[config.mk]
export PLATFORM = sky130hd
export DESIGN_NAME = param_regfile_flat
export DESIGN_NICKNAME = d
export VERILOG_FILES = /design/src/rtl/param_regfile_if.sv /design/src/rtl/param_regfile.sv /design/src/flat_wrapper.sv
export SDC_FILE = /design/constraint.sdc
export NUM_CORES = 1
export LEC_CHECK = 0
export ABC_AREA = 1
export CAP_MARGIN = 20
export CORE_UTILIZATION = 55
export CTS_CLUSTER_SIZE = 20
export DETAILED_ROUTE_END_ITERATION = 10
export GPL_TIMING_DRIVEN = 0
export PLACE_DENSITY = 0.86
export SLEW_MARGIN = 15
export SYNTH_ARGS = -nofsm -noshare
export SYNTH_HDL_FRONTEND = slang
export SYNTH_SLANG_ARGS = --single-unit
[constraint.sdc]
create_clock -name clk -period 3 [get_ports clk]
set_input_delay 0.75 -clock clk [delete_from_list [all_inputs] [get_ports clk]]
set_output_delay 0.75 -clock clk [all_outputs]
set_load 0.02 [all_outputs]
[src/rtl/param_regfile_if.sv]
// rtl/param_regfile_if.sv - write/read port bundle for param_regfile
interface param_regfile_if #(
    parameter int DATA_W = 8,
    parameter int ADDR_W = 4
);
    logic              writeEnable;
    logic [ADDR_W-1:0] writeAddress;
    logic [DATA_W-1:0] writeData;
    logic              readEnable1;
    logic [ADDR_W-1:0] readAddress1;
    logic              readEnable2;
    logic [ADDR_W-1:0] readAddress2;
    logic [DATA_W-1:0] readData1;
    logic              readValid1;
    logic [DATA_W-1:0] readData2;
    logic              readValid2;
    logic              busy;
    logic              writeIgnored;

    modport master (
        output writeEnable, writeAddress, writeData,
        output readEnable1, readAddress1, readEnable2, readAddress2,
        input  readData1, readValid1, readData2, readValid2, busy, writeIgnored
    );

    modport slave (
        input  writeEnable, writeAddress, writeData,
        input  readEnable1, readAddress1, readEnable2, readAddress2,
        output readData1, readValid1, readData2, readValid2, busy, writeIgnored
    );
endinterface

[src/rtl/param_regfile.sv]
// rtl/param_regfile.sv - 1W/2R register file with registered reads and post-reset clear sweep
// REGFILE_BYPASS_EN selects write-first forwarding on same-address read/write; default is read-first.
module param_regfile #(
    parameter int DATA_W = 8,
    parameter int ADDR_W = 4
) (
    input  logic            clk,
    input  logic            reset,
    param_regfile_if.slave  bus
);
    localparam int DEPTH = 1 << ADDR_W;

    typedef enum logic {CLEAR, READY} state_t;

    state_t            state_q, state_d;
    logic [ADDR_W-1:0] clr_ptr;
    logic [DATA_W-1:0] mem [DEPTH];
    logic              do_write;
    logic              do_read1, do_read2;
    logic [DATA_W-1:0] rd1, rd2;

    always_ff @(posedge clk) begin
        if (reset) begin
            state_q <= CLEAR;
        end else begin
            state_q <= state_d;
        end
    end

    always_comb begin
        state_d  = state_q;
        do_write = 1'b0;
        do_read1 = 1'b0;
        do_read2 = 1'b0;
        case (state_q)
            CLEAR: begin
                if (clr_ptr == {ADDR_W{1'b1}}) state_d = READY;
            end
            READY: begin
                do_write = bus.writeEnable;
                do_read1 = bus.readEnable1;
                do_read2 = bus.readEnable2;
            end
            default: state_d = CLEAR;
        endcase
    end

    // Forwarding only matters when a write lands on the address being read this cycle.
`ifdef REGFILE_BYPASS_EN
    assign rd1 = (do_write && bus.writeAddress == bus.readAddress1) ? bus.writeData : mem[bus.readAddress1];
    assign rd2 = (do_write && bus.writeAddress == bus.readAddress2) ? bus.writeData : mem[bus.readAddress2];
`else
    assign rd1 = mem[bus.readAddress1];
    assign rd2 = mem[bus.readAddress2];
`endif

    // Storage has no reset of its own; the sweep zeroes it after every reset.
    always_ff @(posedge clk) begin
        if (!reset) begin
            if (state_q == CLEAR) begin
                mem[clr_ptr] <= '0;
            end else if (do_write) begin
                mem[bus.writeAddress] <= bus.writeData;
            end
        end
    end

    always_ff @(posedge clk) begin
        if (reset) begin
            clr_ptr          <= '0;
            bus.readData1    <= '0;
            bus.readData2    <= '0;
            bus.readValid1   <= 1'b0;
            bus.readValid2   <= 1'b0;
            bus.writeIgnored <= 1'b0;
        end else begin
            if (state_q == CLEAR) clr_ptr <= clr_ptr + 1'b1;
            bus.writeIgnored <= (state_q == CLEAR) && bus.writeEnable;
            bus.readValid1   <= do_read1;
            bus.readValid2   <= do_read2;
            if (do_read1) bus.readData1 <= rd1;
            if (do_read2) bus.readData2 <= rd2;
        end
    end

    assign bus.busy = (state_q == CLEAR);
endmodule

[src/flat_wrapper.sv]
// flat-port wrapper written by rule: the top's interface ports become plain ports
module param_regfile_flat 
#(
    parameter int DATA_W = 8,
    parameter int ADDR_W = 4
)
  (clk, reset, bus_writeEnable, bus_writeAddress, bus_writeData, bus_readEnable1, bus_readAddress1, bus_readEnable2, bus_readAddress2, bus_readData1, bus_readValid1, bus_readData2, bus_readValid2, bus_busy, bus_writeIgnored);
  param_regfile_if #(.DATA_W(DATA_W), .ADDR_W(ADDR_W)) bus_i ();
  input  logic clk;
  input  logic reset;
  input wire logic [$bits(bus_i.writeEnable)-1:0] bus_writeEnable;
  input wire logic [$bits(bus_i.writeAddress)-1:0] bus_writeAddress;
  input wire logic [$bits(bus_i.writeData)-1:0] bus_writeData;
  input wire logic [$bits(bus_i.readEnable1)-1:0] bus_readEnable1;
  input wire logic [$bits(bus_i.readAddress1)-1:0] bus_readAddress1;
  input wire logic [$bits(bus_i.readEnable2)-1:0] bus_readEnable2;
  input wire logic [$bits(bus_i.readAddress2)-1:0] bus_readAddress2;
  output wire logic [$bits(bus_i.readData1)-1:0] bus_readData1;
  output wire logic [$bits(bus_i.readValid1)-1:0] bus_readValid1;
  output wire logic [$bits(bus_i.readData2)-1:0] bus_readData2;
  output wire logic [$bits(bus_i.readValid2)-1:0] bus_readValid2;
  output wire logic [$bits(bus_i.busy)-1:0] bus_busy;
  output wire logic [$bits(bus_i.writeIgnored)-1:0] bus_writeIgnored;
  assign bus_i.writeEnable = bus_writeEnable;
  assign bus_i.writeAddress = bus_writeAddress;
  assign bus_i.writeData = bus_writeData;
  assign bus_i.readEnable1 = bus_readEnable1;
  assign bus_i.readAddress1 = bus_readAddress1;
  assign bus_i.readEnable2 = bus_readEnable2;
  assign bus_i.readAddress2 = bus_readAddress2;
  assign bus_readData1 = bus_i.readData1;
  assign bus_readValid1 = bus_i.readValid1;
  assign bus_readData2 = bus_i.readData2;
  assign bus_readValid2 = bus_i.readValid2;
  assign bus_busy = bus_i.busy;
  assign bus_writeIgnored = bus_i.writeIgnored;
  param_regfile #(.DATA_W(DATA_W), .ADDR_W(ADDR_W)) u_core (.clk(clk), .reset(reset), .bus(bus_i));
endmodule
### Word level (Yosys, flattened, before mapping)

Memories as Yosys holds them, arrays and structs flattened. A register that Yosys moved wholly into a read port is not among the register bits.
Index checks and enable logic that the tools add are counted.

| storage, ports and cells | value |
|---|---|
| register bits after elaboration | 8 |
| memory bits (writable) | 128 |
| input port bits | 25 |
| output and inout bits | 20 |
| logic and storage cells | 26 |
| memories | 1 |

Memories:

| name | depth | bits a word | read ports | clocked after memory_dff | wr ports | line | text |
|---|---|---|---|---|---|---|---|
| u_core.mem | 16 | 8 | 2 | 2 | 1 | param_regfile.sv:17 | `logic [DATA_W-1:0] mem [DEPTH];` |

| cells by class | value |
|---|---|
| add/subtract/negate cells | 1 |
| equality and inequality tests | 1 |
| mux-type cells | 15 |
| bitwise gates (word level) | 1 |
| reduce and logical (&&, ||, !) cells | 2 |

Operators with widths:

| kind | count |
|---|---|
| $mux W1 | 13 |
| $mux W8 | 1 |
| $reduce_or A8 Y1 | 1 |
| $add A4 B1 Y4 const B | 1 |
| $eq A4 B4 Y1 const B | 1 |
| $mux W4 | 1 |
| $logic_and A1 B1 Y1 | 1 |
| $not A1 Y1 | 1 |

### Longest topological paths before layout

| logic depth | value |
|---|---|
| depth in word-level cells | 7 |
| depth in mapped cells | 10 |
| depth with buffers taken out | 9 |

### Least setup slack after synthesis

OpenSTA, ideal clock, no wires.

| timing path | value |
|---|---|
| kind | input to register |
| start point | in reset |
| end point | mem u_core.mem[13][0], enable pin |
| setup time | 370 ps |
| data arrival time | 1877 ps |
| data required time | 2630 ps |
| setup slack | 753 ps |
| stages | 9 |
| buffers on the path | 2 |
| path through | buf_2 -> nor2_4 -> nand2_4 -> buf_6 -> nand2_2 -> o21ai_2 -> inv_2 -> nand2_1 -> nor2_1 |

| between the ends | value |
|---|---|
| longest elaborated chain between the ends | 4 |
| elaborated cells on any way between the ends | 7 |
| classes of those cells | 6 x mux; 1 x reduce/logical |

Ends and longest elaborated chain:

| item | line | text |
|---|---|---|
| start, declared | flat_wrapper.sv:10 | `input logic reset;` |
| $mux W1 | param_regfile.sv:59 | `if (!reset) begin` |
| $mux W1 (not written as such) | param_regfile.sv:63 | `mem[bus.writeAddress] <= bus.writeData;` |
| $reduce_or A8 Y1 (no source line) | - |  |
| $mux W4 (no source line) / $mux W1 (equally long branches) | - |  |
| end, declared | param_regfile.sv:17 |  |

Several ways; a longest one is shown, not always the timed one.

### Final worst setup path

| timing path | value |
|---|---|
| start point | in bus_writeEnable |
| end point | mem u_core.mem[14][7], enable pin |

| between the ends | value |
|---|---|
| longest elaborated chain between the ends | 7 |
| elaborated cells on any way between the ends | 8 |
| classes of those cells | 7 x mux; 1 x reduce/logical |

Ends and longest elaborated chain:

| item | line | text |
|---|---|---|
| start, declared | flat_wrapper.sv:11 | `input wire logic [$bits(bus_i.writeEnable)-1:0] bus_writeEnable;` |
| $mux W1 (*) | param_regfile.sv:35 | `case (state_q)` |
| $mux W1 (*) | param_regfile.sv:62 | `end else if (do_write) begin` |
| $mux W1 (*) | param_regfile.sv:60 | `if (state_q == CLEAR) begin` |
| $mux W1 (*) | param_regfile.sv:59 |  |
| $mux W1 (not written as such) (*) | param_regfile.sv:63 |  |
| $reduce_or A8 Y1 (no source line) | - |  |
| $mux W4 (no source line) / $mux W1 (equally long branches) | - |  |

Every way passes the cells marked *; elsewhere a longest branch is shown, timed or not.

==> impl_results.md <==
- Status: completed
- Worst-skew pair later-pin latency: between 0.4 and 0.5 ns
- Post-CTS Setup Inserts: 0
- Final wirelength: 23,000 um
- Fmax: 377 MHz
- GPL Wtd Cong: about 0.98
- Final setup fails: 0
- Synthesized net count: between 900 and 1,000
- Antenna viol nets, final: 0
- Largest net degree at the start of global routing: 17
- Critical Path Source Type: input pin
- Area Growth Syn to Fin: 16.1%
- Hold Buf Count CTS: 0
- Cells after Synth: roughly 890
- Most frequent cells in the layout: nand2_1 (348), nand3_1 (212), edfxtp_1 (128)
- Avg Inst Size Synth: 8.40 um2
- Hold WC Path Type: register to register
- CTS tree: done
- 1st-iter DRT viols: about 1,200
- Final nets: between 900 and 1,000
- CP Capture Type: register
- Hold Violations, Final: 0
- Max-slew violation count: 0
- Initial antenna violation count: 0
- DR WL/cell: 20.2 um
- Non-Filler Instances: 1,139
- Top-area cell type share of the netlist area: 0.512
- Number of remaining DRC errors: 0
- HPWL Detailed: 15,500 um
- #FFs+latches synth: 152
- VDD IR max: 0.451 mV
- Layout Skew: between 0.01 and 0.015 ns
- WP data arrival: 2.71 ns
- Number of fill cells: between 1,000 and 1,500
- Post-Syn Area: 0.00750 mm2
- Netlist cell types: 25
- Slew headroom: 0.271
- Final worst-path cycle share: 0.885
- Crit path time final: 2.66 ns
- Worst-Margin Slew: ~1.1 ns
- Number of global-route vias before repair: between 6,000 and 7,000
- # rows: 42
- CTS sink cnt: roughly 150
- Starting Density: 0.564
- RSZ-0062 raised after global routing: false
- Total CTS buffers: 17
- Area contributors post-synth: edfxtp_1 (51%), nand2_1 (17%), nand3_1 (14%)
- TNS Setup: 0 ns
- Vias per inst: ~6
- Worst-case clock buffer depth: 2
- ANT cells: 0
- Grt total ovfl: 0
- Die X: between 100 and 150 um
- Post-cts sizing count: 0
- Seq/Total Area, Yosys: 0.576
- First-pass GRT wire length: 35,400 um
- Leak Pwr: approximately 3.6 nW
- Cell taking the most area after synthesis: edfxtp_1
- Die area: 0.0141 mm2
- Gr usage total: 0.342
- Ports: between 40 and 50
- CP required: between 3 and 4 ns
- Commonest non-fill, non-tap cell in the layout: nand2_1
- Core area: between 0.01 and 0.015 mm2
- Worst Path Max Fanout: 10
- Placed cells: approximately 1,100
- IO Port Bufs: 37
- Die Span Y: about 120 um
- Syn. warnings: 0
- H-Tree Depth: 4
- Setup CP Type: input pin to register
- Clk slew on worst S/H paths: 0.06 ns
- Clock Tree Root: clkbuf_16
- Routed via count: between 6,000 and 7,000
- Pwr/cell area: roughly 570 mW/mm2
- Max cap viols: 0
- Layout cell share with drive strength beyond 1: 0.0810
- Pre-Repair DR Iteration Count: 6
## routing by layer
layer	up-vias	share of wire	global-route usage
li1	3079	-	-
met1	3136	0.34	0.408
met2	663	0.46	0.539
met3	113	0.16	0.124
met4	2	0.045	0.183
met5	-	0.00095	0
## state kept, by name (all words and copies together) (netlist names)
name and count:
u_core.bus.readData1 8, u_core.bus.readData2 8, u_core.bus.readValid1 1, u_core.bus.readValid2 1, u_core.bus.writeIgnored 1, u_core.clr_ptr 4, u_core.mem 128, u_core.state_q 1
## final cells by class
type	instances	area (um2)	area share
Buffer	54	278	0.0319
Clock buffer	20	447	0.0513
Clock inverter	12	150	0.0172
Inverter	48	180	0.0207
Multi-Input combinational cell	639	2730	0.314
Sequential cell	152	4320	0.496
Tap cell	176	220	0.0253
Timing Repair Buffer	38	378	0.0434
## final timing paths
path,startpoint,to,slack (ns),cells after the start
worst max-delay path,bus_writeEnable,u_core.mem[14][7]$_DFFE_PP_,0.34,6
worst min-delay path,u_core.clr_ptr[3]$_SDFFE_PP0N_,u_core.state_q$_SDFF_PP0_,0.53,2
worst max register to register,u_core.state_q$_SDFF_PP0_,u_core.mem[14][7]$_DFFE_PP_,0.49,7
worst min register to register,u_core.clr_ptr[3]$_SDFFE_PP0N_,u_core.state_q$_SDFF_PP0_,0.53,2
## synth_stat cells
cell	number
a21oi_1	2
buf_1	5
buf_2	24
buf_4	10
buf_6	1
clkbuf_1	14
dfxtp_1	24
edfxtp_1	128
ha_1	1
inv_1	44
inv_2	4
nand2_1	348
nand2_2	1
nand2_4	1
nand3_1	212
nor2_1	61
nor2_4	1
nor3_1	3
nor3b_1	1
nor4_1	1
o21ai_1	3
o21ai_2	1
o22ai_1	1
o41ai_1	1
or2_2	1
## per-stage QoR
step / setup WS, ns / power, mW / hold slack, ns / util / cell area (um2)
floorplan: 0.753 / 2.63 / 0.477 / - / 7500
global placement: 0.0466 / 2.78 / 0.503 / 0.609 / 8090
detailed placement: 0.0387 / 2.79 / 0.511 / 0.610 / 8110
CTS: 0.441 / 4.91 / 0.518 / 0.655 / 8710
global route: 0.334 / 5.05 / 0.553 / 0.655 / 8710
finish: 0.344 / 4.96 / 0.528 / 0.655 / 8710
## critical path: stages
cell and delay (ns):
clkdlybuf4s50_1 0.52, nand2_4 0.10, buf_6 0.16, nand2_1 0.13, nand3_1 0.21, nor2_1 0.82
## cell families after synthesis
group                      share of synthesized area
and+or+nand+nor                                0.355
DFF                                            0.576
buffers and inverters                         0.0610
AOI/OAI and AO/OA                            0.00650
adders and majority gates                    0.00167
## report_power, final
part / leakage (nW) / internal (mW) / switching [mW]
Clock: 0.278 / 1.33 / 0.861
Combinational: 2.08 / 0.141 / 0.330
Sequential: 1.28 / 2.29 / 0.0148
Note: power is estimated with default switching activity, not from simulation.
